`src/rtl/key_expan.sv`:
```
// rtl/key_expan.sv - AES-128 key expansion into an 11-entry round-key table, one round key per clock.
// Optional: KEYEXP_RANGE_CHECK_EN forces round_key to zero for round values 11..15.
module key_expan (
    input  logic         clk,
    input  logic         rst_n,
    input  logic         en,
    input  logic [3:0]   round,
    input  logic [127:0] input_key,
    output logic [127:0] round_key,
    output logic         ready
);

    localparam logic [2047:0] SBOX = {
        128'h637c777bf26b6fc53001672bfed7ab76,
        128'hca82c97dfa5947f0add4a2af9ca472c0,
        128'hb7fd9326363ff7cc34a5e5f171d83115,
        128'h04c723c31896059a071280e2eb27b275,
        128'h09832c1a1b6e5aa0523bd6b329e32f84,
        128'h53d100ed20fcb15b6acbbe394a4c58cf,
        128'hd0efaafb434d338545f9027f503c9fa8,
        128'h51a3408f929d38f5bcb6da2110fff3d2,
        128'hcd0c13ec5f974417c4a77e3d645d1973,
        128'h60814fdc222a908846eeb814de5e0bdb,
        128'he0323a0a4906245cc2d3ac629195e479,
        128'he7c8376d8dd54ea96c56f4ea657aae08,
        128'hba78252e1ca6b4c6e8dd741f4bbd8b8a,
        128'h703eb5664803f60e613557b986c11d9e,
        128'he1f8981169d98e949b1e87e9ce5528df,
        128'h8ca1890dbfe6426841992d0fb054bb16
    };

    logic [127:0] key_table [0:10];
    logic [3:0]   cnt;

    function automatic logic [7:0] sub_byte(input logic [7:0] b);
        logic [10:0] idx;
        idx = {3'd0, ~b};
        return SBOX[{idx, 3'd0} +: 8];
    endfunction

    function automatic logic [7:0] rcon(input logic [3:0] step);
        case (step)
            4'd1:    return 8'h01;
            4'd2:    return 8'h02;
            4'd3:    return 8'h04;
            4'd4:    return 8'h08;
            4'd5:    return 8'h10;
            4'd6:    return 8'h20;
            4'd7:    return 8'h40;
            4'd8:    return 8'h80;
            4'd9:    return 8'h1b;
            4'd10:   return 8'h36;
            default: return 8'h00;
        endcase
    endfunction

    // One AES-128 schedule step: the four output words chain through n0..n3.
    function automatic logic [127:0] expand(input logic [127:0] k, input logic [7:0] rc);
        logic [31:0] w0, w1, w2, w3, t, n0, n1, n2, n3;
        {w0, w1, w2, w3} = k;
        t  = {sub_byte(w3[23:16]) ^ rc, sub_byte(w3[15:8]), sub_byte(w3[7:0]), sub_byte(w3[31:24])};
        n0 = w0 ^ t;
        n1 = w1 ^ n0;
        n2 = w2 ^ n1;
        n3 = w3 ^ n2;
        return {n0, n1, n2, n3};
    endfunction

    logic [3:0]   prev_idx;
    logic [127:0] next_key;

    always_comb begin
        prev_idx = cnt - 4'd1;
        next_key = expand(key_table[prev_idx], rcon(cnt));
    end

    always_ff @(posedge clk or negedge rst_n) begin
        if (!rst_n) begin
            for (int i = 0; i <= 10; i++) key_table[i] <= '0;
            cnt   <= '0;
            ready <= 1'b0;
        end else if (!en) begin
            cnt <= '0;
        end else if (cnt == 4'd0) begin
            key_table[0] <= input_key;
            ready        <= 1'b0;
            cnt          <= 4'd1;
        end else if (cnt <= 4'd10) begin
            key_table[cnt] <= next_key;
            cnt            <= cnt + 4'd1;
            if (cnt == 4'd10) ready <= 1'b1;
        end
    end

    // Read index saturates at 10 so the table is never addressed out of range.
    logic [3:0] rd_idx;

    always_comb begin
        rd_idx = (round > 4'd10) ? 4'd10 : round;
`ifdef KEYEXP_RANGE_CHECK_EN
        round_key = (round > 4'd10) ? 128'h0 : key_table[rd_idx];
`else
        round_key = key_table[rd_idx];
`endif
    end

endmodule

```
`config.mk`:
```
export PLATFORM = sky130hd
export DESIGN_NAME = key_expan
export DESIGN_NICKNAME = d
export VERILOG_FILES = /design/src/rtl/key_expan.sv
export SDC_FILE = /design/constraint.sdc
export NUM_CORES = 2
export LEC_CHECK = 0
export BUFFER_PORTS_ARGS = -buffer_cell sky130_fd_sc_hd__buf_2
export CAP_MARGIN = 20
export CORE_UTILIZATION = 35
export DETAILED_ROUTE_END_ITERATION = 10
export PLACE_DENSITY = 0.62
export REMOVE_ABC_BUFFERS = 1
export SETUP_SLACK_MARGIN = 0.4
export SYNTH_ARGS = -nofsm -noshare
export SYNTH_HDL_FRONTEND = slang
export SYNTH_SLANG_ARGS = --single-unit
```
`constraint.sdc`:
```
create_clock -name clk -period 9.35 [get_ports clk]
set_input_delay 0.4675 -clock clk [delete_from_list [all_inputs] [get_ports clk]]
set_output_delay 0.4675 -clock clk [all_outputs]
set_load 0.01 [all_outputs]
```
Word level (Yosys, flattened, before mapping). Memory sizes are Yosys's and may differ from the RTL's. Index checks and enable logic that the tools add are counted. Widths: inputs -> output; s select.

Shift-type cells: 4. Equal/unequal tests: 2. Order comparisons: 6. $add $sub $neg: 2. Muxes and demuxes: 18. Reduce and logical (&&, ||, !) cells: 7. Bitwise gates (word level): 13.

Operators by type and width (number): $shiftx 2048x12->8 const A (4); $bwmux 1408 (1); $mux 1408 (1); $bmux 128 s4 (2); $mux 128 (6); $demux 128 s4 (1); $xor 32x32->32 (4); $not 8->8 (4); $mux 4 (4); $ge 5x5->1 const B (3); $not 4->5 (3); $xor 8x8->8 (1); $reduce_and 3->1 (2); $lt 5x1->1 const B (1); $add 4x1->4 const B (1); $eq 4x4->1 const B (1); $gt 4x4->1 const B (1); $le 4x4->1 const B (1); $logic_not 4->1 (1); $reduce_bool 2->1 (2); $sub 4x1->4 const B (1); $mux 1 (3); $ne 3x1->1 const B (1); $reduce_and 2->1 (1); other kinds (2) (2).

Logic and storage cells: 66. Memories kept: 1. Register bits after elaboration: 1413. Output and inout port bits: 129. Bits in read-only memories: 128.

Memories: (no name shown) (depth 16, width 8, read ports 1, clocked after memory_dff 0, wr ports 0, line 42) `case (step)`.

Logic depth before layout (Yosys ltp).
Depth in word-level cells: 15. Gate-level depth with buffers: 30.

Worst setup path before layout. No wires, ideal clock.

Path type: register to register. Start: reg cnt[0]. End: reg key_table[1030] (netlist name). Setup slack: 2.414 ns. Period minus slack after synthesis: 6.936 ns. Arrival: 6.791 ns. Cell stages (with the launch flop): 30. Buffers on the path: 13. Data required time: 9.205 ns. Path through: dfrtp_1 > buf_6 > buf_4 > buf_2 > inv_1 > clkbuf_1 > clkbuf_1 > clkbuf_1 > ha_1 > buf_2 > buf_4 > buf_4 > mux4_2 > nor3_1 > o31ai_1 > clkbuf_1 > clkbuf_1 > ha_1 > clkbuf_1 > clkbuf_1 > a32oi_1 > nand4_1 > o31ai_1 > nor3_1 > nor4_1 > o21ai_1 > xnor2_1 > xor2_1 > xnor2_1 > o21ai_1.

Cells in the longest elaborated chain, start to end: 12.

RTL lines: start: declaration (line 33) `logic [3:0] cnt;`; start signal: assignment (line 90) `cnt <= cnt + 4'd1;`; $sub 4x1->4 (line 73) `prev_idx = cnt - 4'd1;`; $not 4->5 (not written as such) (line 74) `next_key = expand(key_table[prev_idx], rcon(cnt));`; $bmux 128 s4 (line 74); $mux 128 (not written as such) (2 in series) (line 74); $not 8->8 (line 37) `idx = {3'd0, ~b};`; $shiftx 2048x12->8 (line 38) `return SBOX[{idx, 3'd0} +: 8];`; $xor 32x32->32 (line 62) `n0 = w0 ^ t;`; $xor 32x32->32 (line 63) `n1 = w1 ^ n0;`; $xor 32x32->32 (line 64) `n2 = w2 ^ n1;`; $xor 32x32->32 (line 65) `n3 = w3 ^ n2;`; $bwmux 1408 (line 89) `key_table[cnt] <= next_key;`; end signal: indexed assignment (line 89); end: declaration (line 32) `logic [127:0] key_table [0:10];`.

Parallel ways exist; a longest one is shown, timed or not. The select of a mux whose other input is x is not followed. A chain may end at the register's enable or synchronous reset.

Worst setup path in the final report.
Start: reg cnt[0]. End: reg key_table[1048] (netlist name).

Cells in the longest elaborated chain, start to end: 13.

RTL lines: $sub 4x1->4 (line 73); $not 4->5 (not written as such) (line 74); $bmux 128 s4 (line 74); $mux 128 (not written as such) (2 in series) (line 74); $not 8->8 (line 37); $shiftx 2048x12->8 (line 38); $xor 8x8->8 (line 61) `t = {sub_byte(w3[23:16]) ^ rc, sub_byte(w3[15:8]), sub_byte(w3[7:0]), sub_byte(w3[31:24])};`; $xor 32x32->32 (line 62); $xor 32x32->32 (line 63); $xor 32x32->32 (line 64); $xor 32x32->32 (line 65); $bwmux 1408 (line 89).

Parallel ways exist; a longest one is shown, timed or not. The select of a mux whose other input is x is not followed.

==> results.md <==
- Status: finished, final reports clean
- Layout cells sized above 1: between 10 and 15%
- Placed Cells incl. Taps: 13,200
- P_leak: 41.3 nW
- WL per Instance: ~29 um
- Input/output buffers: between 200 and 300
- Largest net degree at the start of global routing: 193
- Max stage delay on crit path: about 0.92 ns
- Core region area: about 260,000 um^2
- Mapped Cells: 10,400
- Kind of critical path: flip-flop to flip-flop
- Hold wc startpoint: en
- Crit share post-route: 87.9%
- Final setup vio count: 0
- Postcts setup bufs: 0
- DRT Pass-1 Iters: 7
- Detail Route Antenna Nets: 0
- WP data arrival: 8.87 ns
- Tightest Pin Transition: 1.24 ns
- Grt ovf: 0
- DRC: 0
- Worst vdd ir: around 0.00022 V
- Fin nets: 10,300
- Area added between synthesis and finish: 12.0%
- EDFF count, synth: 0
- Final Hold Vio Count: 0
- Crit-path most repeated cell: buf_4
- Crit. End Element: flip-flop
- # clock sinks: 1,413
- Crit path cell chain: inv_4, ha_4, nor2b_4, a222oi_1, o31ai_2, buf_4, inv_1, ha_1, buf_4, nor2_1, a21oi_1, o211ai_1, a41oi_1, nor3_1, a2bb2oi_1, buf_4, xnor3_1, xnor2_1, o21ai_0
- PwrDens: ~280 nW/um^2
- Slew Viols, Final: 0
- Htree depth: 4
- Synth Register Bits: between 1,000 and 1,500
- GR peak layer: met2
- Die Ht: slightly above 500 um
- Num rows: 186
- Sequential share of the synthesized area: 39.2%
- Post-synth ARST share: 100%
- Setup TNS: 0 ns
- Post-Synthesis Cell Area: 90,200 um^2
- Worst-path fanout max: 29
- Initial antenna violation count: 16
- GR Util met2: 46.1%
- Num CTS Buffers: ~160
- Number of global-route vias before repair: 84,600
- Root buffer cell: clkbuf_16
- Warnings from Yosys: 0
- Routed wire length: 398 mm
- Via Count: 87,500
- Clk slew on worst S/H paths: approximately 0.060 ns
- Met3 usage: ~6.2%
- Die W: 510 um
- DR vias/cell: 6.42
- Latest clock arrival within the worst-skew pair: 0.89 ns
- Dpl cell area: 94,200 um^2
- Worst EP required: 10.00 ns
- Die ar.: about 260,000 um^2
- Fin cells: 13,600
- Avg Cell Area, Syn: approximately 8.7 um^2
- Routing usage on met1: slightly below 40%
- GP Congestion: 0.973
- Wire length of the first global-routing pass: 583 mm
- Io pins: 264
- HPWL after DPL: about 250 mm
- TritonCTS clock tree: done
- Slew margin rel.: between 10% and 20%
- Total Routing Usage GR: approximately 30%
- Clk_skew: 0.0969 ns
- Fin area: 101,000 um^2
- Worst Hold Class: primary input to flip-flop
- Reg-to-Reg Start: cnt[0]
- Max_cap viols: 0
- Fill cells: 25,500
- Tot Pwr: 28.5 mW
- Initial core utilization: about a third
- Clock Path Buffers: 3
- Initial drt markers: 11,000
- Fmax: 122 MHz
- Crit path launch type: flip-flop
- RSZ-0062 raised after global routing: no
- Most used DFF post-synth: dfrtp_1
- Synth unique cells: 101
- Crit path time final: 8.22 ns
- Crit path launch: cnt[0]
- CP max stage cell: xnor2_1
## synth_stat cells, drive strengths merged, types with 87 or more instances
| cell type | instances | area share [%] |
|---|---|---|
| clkbuf | 756 | 3.1 |
| a31oi | 107 | 0.79 |
| xnor2 | 128 | 1.4 |
| mux2i | 358 | 4.0 |
| nor3 | 174 | 0.97 |
| nand2 | 2007 | 8.4 |
| mux4 | 272 | 6.8 |
| a21oi | 527 | 2.9 |
| a221oi | 97 | 0.96 |
| buf | 328 | 2.0 |
| dfrtp | 1413 | 39 |
| nand3 | 195 | 1.1 |
| o211ai | 152 | 1.3 |
| o22ai | 157 | 1.1 |
| o21ai | 1758 | 9.8 |
| nor2 | 445 | 1.9 |
| a211oi | 87 | 0.72 |
| mux2 | 206 | 2.6 |
## final timing paths
check / endpoint / slack, ns / cells past startpoint
worst max register to register: key_table[1048] / 1.13 / 19
max in group asynchronous: key_table[478] / 6.51 / 4
min in group asynchronous: key_table[1343] / 0.21 / 2
worst min-delay path: cnt[0] / 0.12 / 2
worst min register to register: ready / 0.50 / 2
worst max-delay path: key_table[1048] / 1.13 / 19
## cell usage in the layout (no fill, tap or decap), types with 24 or more instances in the layout
master / instances
a211o_1: 65
a211oi_1: 87
a21o_1: 24
a21oi_1: 525
a221oi_1: 94
a311oi_1: 56
a31oi_1: 102
a32o_1: 51
and2_1: 69
buf_12: 26
buf_2: 259
buf_4: 264
clkbuf_1: 49
clkbuf_16: 163
clkbuf_8: 39
dfrtp_1: 1412
dlygate4sd3_1: 129
ha_1: 62
inv_1: 28
mux2_2: 206
mux2i_1: 357
mux4_2: 272
nand2_1: 2002
nand3_1: 188
nand4_1: 40
nor2_1: 438
nor3_1: 172
o211ai_1: 149
o21a_1: 70
o21ai_0: 1637
o21ai_1: 120
o221ai_1: 86
o22ai_1: 155
o311ai_0: 52
o31ai_1: 31
o32a_1: 65
xnor2_1: 113
xor2_1: 65
## routing by layer
metal  up-vias  part of all wire [%]
li1      37500                     -
met1     43500                    40
met2      5387                    45
met3      1186                    10
met4         8                   5.7
met5         -                 0.011
## cell type report
cell class / instances / area (um^2) / share of cell area, %
Timing Repair Buffer: 688 / 5240 / 5.18
Inverter: 42 / 168 / 0.166
Tap cell: 3384 / 4230 / 4.19
Clock buffer: 251 / 4800 / 4.75
Sequential cell: 1413 / 35400 / 35.0
Antenna cell: 2 / 5.00 / 0.00495
Multi-Input combinational cell: 7813 / 50600 / 50.1
Clock inverter: 39 / 636 / 0.629
## registers in the layout, summed over array words and instances (netlist names)
name and count:
cnt 4, ready 1, key_table 1408
## logic make-up (layout without fill, tap and decap cells)
logic type | after synthesis | count (layout) | synth area share, %
AOI/OAI and AO/OA | 3654 | 3654 | 25.2
and+or+nand+nor | 3059 | 3059 | 14.0
DFF | 1413 | 1413 | 39.2
buffers and inverters | 1126 | 1020 | 5.28
muxes | 836 | 836 | 13.3
xor gates and xnor gates | 201 | 201 | 2.14
adders and majority gates | 63 | 63 | 0.874
other | 0 | 2 | 0
## critical path: cells and delay by family, from the launching register on
family | cells | cell delay (ns)
xor gates and xnor gates | 2 | 1.62
AOI/OAI and AO/OA | 7 | 1.51
buffers and inverters | 5 | 1.47
and+or+nand+nor | 3 | 1.35
adders and majority gates | 2 | 1.14
DFF | 1 | 0.83
## power breakdown
group / switching, mW / internal [mW]
logic: 9.08 / 4.13
registers: 1.19 / 7.53
clock network: 2.86 / 3.66
## per-stage QoR
stage	hold WS (ns)	utilization [%]	worst slack (ns)
detailed placement	0.485	36.7	0.831
floorplan	0.172	-	-28.07
finish	0.118	39.4	1.13
global route	0.104	39.4	0.926
global placement	0.473	36.7	0.803
CTS	0.0707	39.3	0.715
## timing repair
item | 4_1_cts | 5_1_grt
resized for setup | 0 | 0
hold buffers | 129 | 0
hold endpoints to repair | 251 | 0
(Power assumes the default switching activity.)
